## src/rtl/busca_de_instrucoes.sv

```systemverilog
// ---------------------------------------------------------------------------
// busca_de_instrucoes -- instruction fetch unit, write-side producer for
// fila_de_instrucoes.
//
// Streams 16-bit words from a synchronous instruction memory (1-cycle read
// latency) into the instruction queue while honouring the queue's Full flag.
// A 1-entry skid register catches the word of a read that was already in
// flight when Full rose, so nothing is dropped or duplicated.
//
// Optional build macro: BUSCA_HALT_DETECT_EN
//   defined   -> pushing a word whose opcode [15:12] equals HALT_OPCODE stops
//                fetching (Halted=1) until Reset or Redirect.
//   undefined -> no opcode check, Halted is constant 0.
//
// Ports:
//   Clock        in   system clock, rising-edge
//   Reset        in   synchronous, active-low reset
//   Full         in   queue full flag (registered in the queue)
//   Push         out  queue write strobe
//   Instrucao    out  instruction word presented to the queue
//   Mem_Rden     out  instruction memory read enable
//   Mem_Address  out  instruction memory read address (== PC)
//   Mem_Q        in   memory read data, valid the cycle after Mem_Rden
//   Redirect     in   flush + PC load pulse
//   Redirect_PC  in   new PC, sampled with Redirect
//   PC           out  current fetch address (debug)
//   Halted       out  fetch stopped by a HALT opcode
// ---------------------------------------------------------------------------
module busca_de_instrucoes #(
  parameter int unsigned        ADDR_W      = 5,
  parameter logic [ADDR_W-1:0]  RESET_PC    = '0,
  parameter logic [3:0]         HALT_OPCODE = 4'b1111
) (
  input  logic              Clock,
  input  logic              Reset,
  input  logic              Full,
  output logic              Push,
  output logic [15:0]       Instrucao,
  output logic              Mem_Rden,
  output logic [ADDR_W-1:0] Mem_Address,
  input  logic [15:0]       Mem_Q,
  input  logic              Redirect,
  input  logic [ADDR_W-1:0] Redirect_PC,
  output logic [ADDR_W-1:0] PC,
  output logic              Halted
);

`ifdef BUSCA_HALT_DETECT_EN
  localparam bit HALT_EN = 1'b1;
`else
  localparam bit HALT_EN = 1'b0;
`endif

  logic [ADDR_W-1:0] pc_q,        pc_d;
  logic              inflight_q,  inflight_d;
  logic              skid_v_q,    skid_v_d;
  logic [15:0]       skid_data_q, skid_data_d;
  logic              halted_q,    halted_d;

  // A read that lands after halt was set is dropped, never pushed or skidded.
  logic inflight_live;
  logic is_halt_op;

  always_comb begin
    inflight_live = inflight_q & ~halted_q;

    Mem_Rden    = Reset & ~Full & ~halted_q & ~Redirect;
    Instrucao   = skid_v_q ? skid_data_q : Mem_Q;
    Push        = Reset & ~Redirect & ~Full & (skid_v_q | inflight_live);
    Mem_Address = pc_q;
    PC          = pc_q;
    Halted      = HALT_EN & Reset & halted_q;

    is_halt_op  = HALT_EN & Push & (Instrucao[15:12] == HALT_OPCODE);

    pc_d        = pc_q;
    inflight_d  = 1'b0;
    skid_v_d    = skid_v_q;
    skid_data_d = skid_data_q;
    halted_d    = halted_q;

    if (Redirect) begin
      pc_d     = Redirect_PC;
      skid_v_d = 1'b0;
      halted_d = 1'b0;
    end else begin
      if (Mem_Rden) begin
        pc_d       = pc_q + ADDR_W'(1);
        inflight_d = 1'b1;
      end
      // The skid can only be empty here: a read issues only when !Full,
      // which is exactly when a valid skid drains.
      if (inflight_live && Full) begin
        skid_v_d    = 1'b1;
        skid_data_d = Mem_Q;
      end else if (skid_v_q && Push) begin
        skid_v_d = 1'b0;
      end
      if (is_halt_op) begin
        halted_d = 1'b1;
      end
    end
  end

  always_ff @(posedge Clock) begin
    if (!Reset) begin
      pc_q        <= RESET_PC;
      inflight_q  <= 1'b0;
      skid_v_q    <= 1'b0;
      skid_data_q <= '0;
      halted_q    <= 1'b0;
    end else begin
      pc_q        <= pc_d;
      inflight_q  <= inflight_d;
      skid_v_q    <= skid_v_d;
      skid_data_q <= skid_data_d;
      halted_q    <= halted_d;
    end
  end

endmodule
```

## config.mk

```make
export PLATFORM = sky130hd
export DESIGN_NAME = busca_de_instrucoes
export DESIGN_NICKNAME = d
export VERILOG_FILES = /design/src/rtl/busca_de_instrucoes.sv
export SDC_FILE = /design/constraint.sdc
export NUM_CORES = 1
export LEC_CHECK = 0
export BUFFER_PORTS_ARGS = -buffer_cell sky130_fd_sc_hd__buf_2
export CAP_MARGIN = 20
export CORE_ASPECT_RATIO = 0.8
export CORE_MARGIN = 3
export CORE_UTILIZATION = 35
export CTS_BUF_LIST = sky130_fd_sc_hd__clkbuf_16
export DETAILED_ROUTE_END_ITERATION = 16
export PLACE_DENSITY = 0.64
export REMOVE_ABC_BUFFERS = 1
export SETUP_SLACK_MARGIN = 0.02
export SLEW_MARGIN = 20
export SYNTH_ARGS = -nofsm -noshare
export SYNTH_HDL_FRONTEND = slang
export SYNTH_SLANG_ARGS = --single-unit
```

## constraint.sdc

```tcl
create_clock -name Clock -period 1.3 [get_ports Clock]
set_clock_uncertainty 0.1 [all_clocks]
set_input_delay 0.065 -clock Clock [delete_from_list [all_inputs] [get_ports Clock]]
set_output_delay 0.065 -clock Clock [all_outputs]
set_load 0.005 [all_outputs]
```

==> impl_metrics.csv <==
group,metric,value,unit
cells_and_area,drive_above_1_share,0.465,
floorplanning,fp.coreArea,0.00324,mm2
sta,maxSlewViolCount,0,
pwr,ir_drop,693,uV
synth,postSynthCellCount,132,
drt,postRouteAntennaNets,0,
clocking,postCtsSetupRepairBufs,0,
sta,fin_crit_sh,1.05,
place,placed_cell_area,0.00148,mm2
drt,wl_per_cell,13.3,um
grt,grt_pass1_vias,1147,
cells_and_area,final_nets,225,
clocking,clock-root-buffer,"clkbuf_16",
min_path,hold_start,"Redirect_PC[1]",
drt,routed_via_density,4.73,
sta,max_freq,0.732,GHz
synth,synth.top_cell.area_share,0.371,
drt,topRoutingLayerUsed,"met4",
clocking,h-tree-depth,1,
worst_setup_path,worstReg2RegStart,"inflight_q",
sta,hold_violations,0,
place,hpwlAfterDp,2070,um
drt,first_iter_violations,44,
drt,firstDrtPassIters,4,
cells_and_area,final_area,0.00194,mm2
synth,post-synth-top-area-cell,"dfxtp_1",
worst_setup_path,worstPathCellList,"buf_8 > mux2_4 > buf_6",
clocking,cts_buffers,3,
drt,met1_length,1310,um
worst_setup_path,critical_path.max_fanout,8,
floorplanning,die-area,0.00431,mm2
synth,synth_area_leaders,"dfxtp_1, mux2_2, nand2_1",
min_path,worstHoldPathCells,4,
worst_setup_path,r2r_slack,0.12,ns
run_status,violations,"negative setup slack",
drt,dr_wl_met2,1750,um
drt,drt_wl_total,3160,um
pwr,p_per_area,881,mW/mm2
synth,avgSynthCellArea,9.41,um2
sta,finalSetupViolCount,16,
place,io_buffers,52,
floorplanning,die_w,72.6,um
synth,ys_ff_latch,23,
sta,rsz0062_at_grt,"true",
grt,grt.total_usage,0.158,
synth,netlist_area,0.00124,mm2
clocking,clk_latency,0.25,ns
drt,route.met3.wl,86,um
sta,final_critical_path_setup_slack,-0.0658,ns
synth,yosysWarnings,0,
worst_setup_path,arrival,1.20,ns
grt,antenna_found_initial,0,
worst_setup_path,cp_slowest_cell,"dfxtp_4",
drt,drc,0,
worst_setup_path,critPathKind,"reg -> out",
cells_and_area,final_cells,238,
run_status,status,"complete, but fails checks",
worst_setup_path,cp-start-kind,"flip-flop",
run,drv_cap,0,
pwr,p_leak,0.861,nW
floorplanning,row_count,18,
drt,vias,1126,
synth,yosysSeqAreaShare,0.371,
grt,grt_pass1_wl,5260,um
clocking,clk_pin_slew,0.06,ns
pwr,finalPower,1.71,mW
place,placed_cells,215,
cells_and_area,nFillCells,284,
min_path,whs_endpoint,"Mem_Address[1]",
sta,timing.final.crit_period,1.37,ns
worst_setup_path,cp-end-kind,"primary output",
cells_and_area,diodes,0,
floorplanning,ios,54,
grt,grt-ovfl-total,0,
synth,yosysUniqueCellTypes,26,
clocking,clk_path_buf_depth,2,
floorplanning,initial_core_util,0.383,
clocking,clock-sinks,23,
worst_setup_path,max_stage_delay,0.37,ns
clocking,cts_tree,"built",
cells_and_area,synthToLayoutAreaGrowth,56.2,%
grt,grt_max_degree,17,
min_path,hold_path.class,"in -> reg",
worst_setup_path,rr_endpoint,"skid_data_q[1]",
place,finalWeightedCongestion,0.740,
floorplanning,die_h,59.3,um
worst_setup_path,r2r_cells,4,
worst_setup_path,worst_ep_required_time,1.13,ns
## cell usage after synthesis
cell and count:
a21boi_0 6, a21boi_2 10, a21oi_1 3, and2_1 2, and3b_1 1, and4bb_2 1, buf_12 1, buf_2 3
buf_4 7, buf_6 2, clkbuf_1 2, conb_1 1, dfxtp_1 23, ha_1 1, inv_1 1, mux2_2 16
mux2i_1 1, nand2_1 34, nand3b_2 1, nand4b_1 2, nor2_1 1, nor2b_1 2, nor3b_1 2, o21ai_0 5
xnor2_1 1, xor2_1 3
## worst max-delay path by stage
| stage | startpoint | end | slack (ns) |
|---|---|---|---|
| 2_1_floorplan | skid_v_q | Instrucao[0] | 0.10 |
| 3_3_place_gp | Mem_Address[0] | Mem_Address[1] | 0.14 |
| 3_5_place_dp | Mem_Address[0] | Mem_Address[1] | 0.10 |
| 4_1_cts | skid_v_q | Instrucao[9] | -0.06 |
| 5_1_grt | skid_v_q | Instrucao[11] | -0.1 |
| 6_report | skid_v_q | Instrucao[9] | -0.07 |
## area by class of cell
| class | instances | area, um2 | share of cell area |
|---|---|---|---|
| clock buffer | 3 | 75.1 | 0.0387 |
| clock inverter | 1 | 3.75 | 0.00193 |
| inverter | 1 | 3.75 | 0.00193 |
| multi-input combinational | 93 | 732 | 0.377 |
| sequential | 23 | 465 | 0.240 |
| tap | 40 | 50.0 | 0.0258 |
| timing repair buffer | 77 | 611 | 0.315 |
## kinds of logic after synthesis
| logic type | after synthesis | share of synthesized area |
|---|---|---|
| fa+ha+maj | 1 | 0.0101 |
| other cells | 1 | 0.00302 |
| flops | 23 | 0.371 |
| buf+inv | 16 | 0.0977 |
| mux | 17 | 0.153 |
| xor+xnor | 4 | 0.0282 |
| simple gates | 46 | 0.178 |
| compound gates | 24 | 0.159 |
## placed cells by master, fill, tap and decap left out
master         count
buf_6             18
nor2b_1            2
and2_1             2
o21ai_0            5
clkbuf_16          3
mux2i_1            1
and4bb_2           1
ha_1               1
xnor2_1            1
xor2_1             3
nor3b_1            2
dfxtp_1           21
a21boi_2          10
a21boi_0           6
conb_1             1
dfxtp_2            1
buf_2             36
nand2_1           34
buf_4              3
buf_8              1
dlygate4sd3_1     19
nor2_2             1
inv_1              2
a21oi_1            3
and3b_1            1
nand3b_4           1
mux2_4            16
dfxtp_4            1
nand4b_1           2
## routing by layer
metal,track usage,vias to the layer above
li1,-,566
met1,0.184,539
met2,0.296,19
met3,0.0254,2
met4,0.0526,0
met5,0,-
## flip-flops by register name, summed over array words and instances (netlist names)
name / cells
Mem_Address: 5
skid_data_q: 16
inflight_q: 1
skid_v_q: 1
## metrics by stage
stage | utilization | setup WS [ns] | setup TNS (ns) | hold slack, ns
after detailed placement | 0.456 | 0.105 | 0 | 0.229
after global placement | 0.456 | 0.140 | 0 | 0.223
after CTS | 0.595 | -0.0646 | -0.825 | 0.0207
after global routing | 0.598 | -0.0983 | -1.36 | 0.0464
after floorplan | - | 0.105 | 0 | 0.0401
final | 0.598 | -0.0658 | -0.817 | 0.0215
## critical path, delay by kind of cell, from the launching register on
kind	cells	cell delay [ns]
buffers and inverters	2	0.27
flip-flops	1	0.37
multiplexers	1	0.31
## where the power goes
group          total, mW  switching, mW  leakage (nW)  internal [mW]
combinational      0.316          0.111         0.630          0.205
sequential         0.741         0.0184         0.188          0.723
clock              0.651          0.241        0.0423          0.410
## timing repair
action                                  in CTS  in global routing
resized for setup                           38                  3
endpoints found under the hold margin       19                  0
hold buffers                                19                  0
endpoints found under the setup margin      16                 18
No activity file was read; power rests on OpenSTA's default activity.
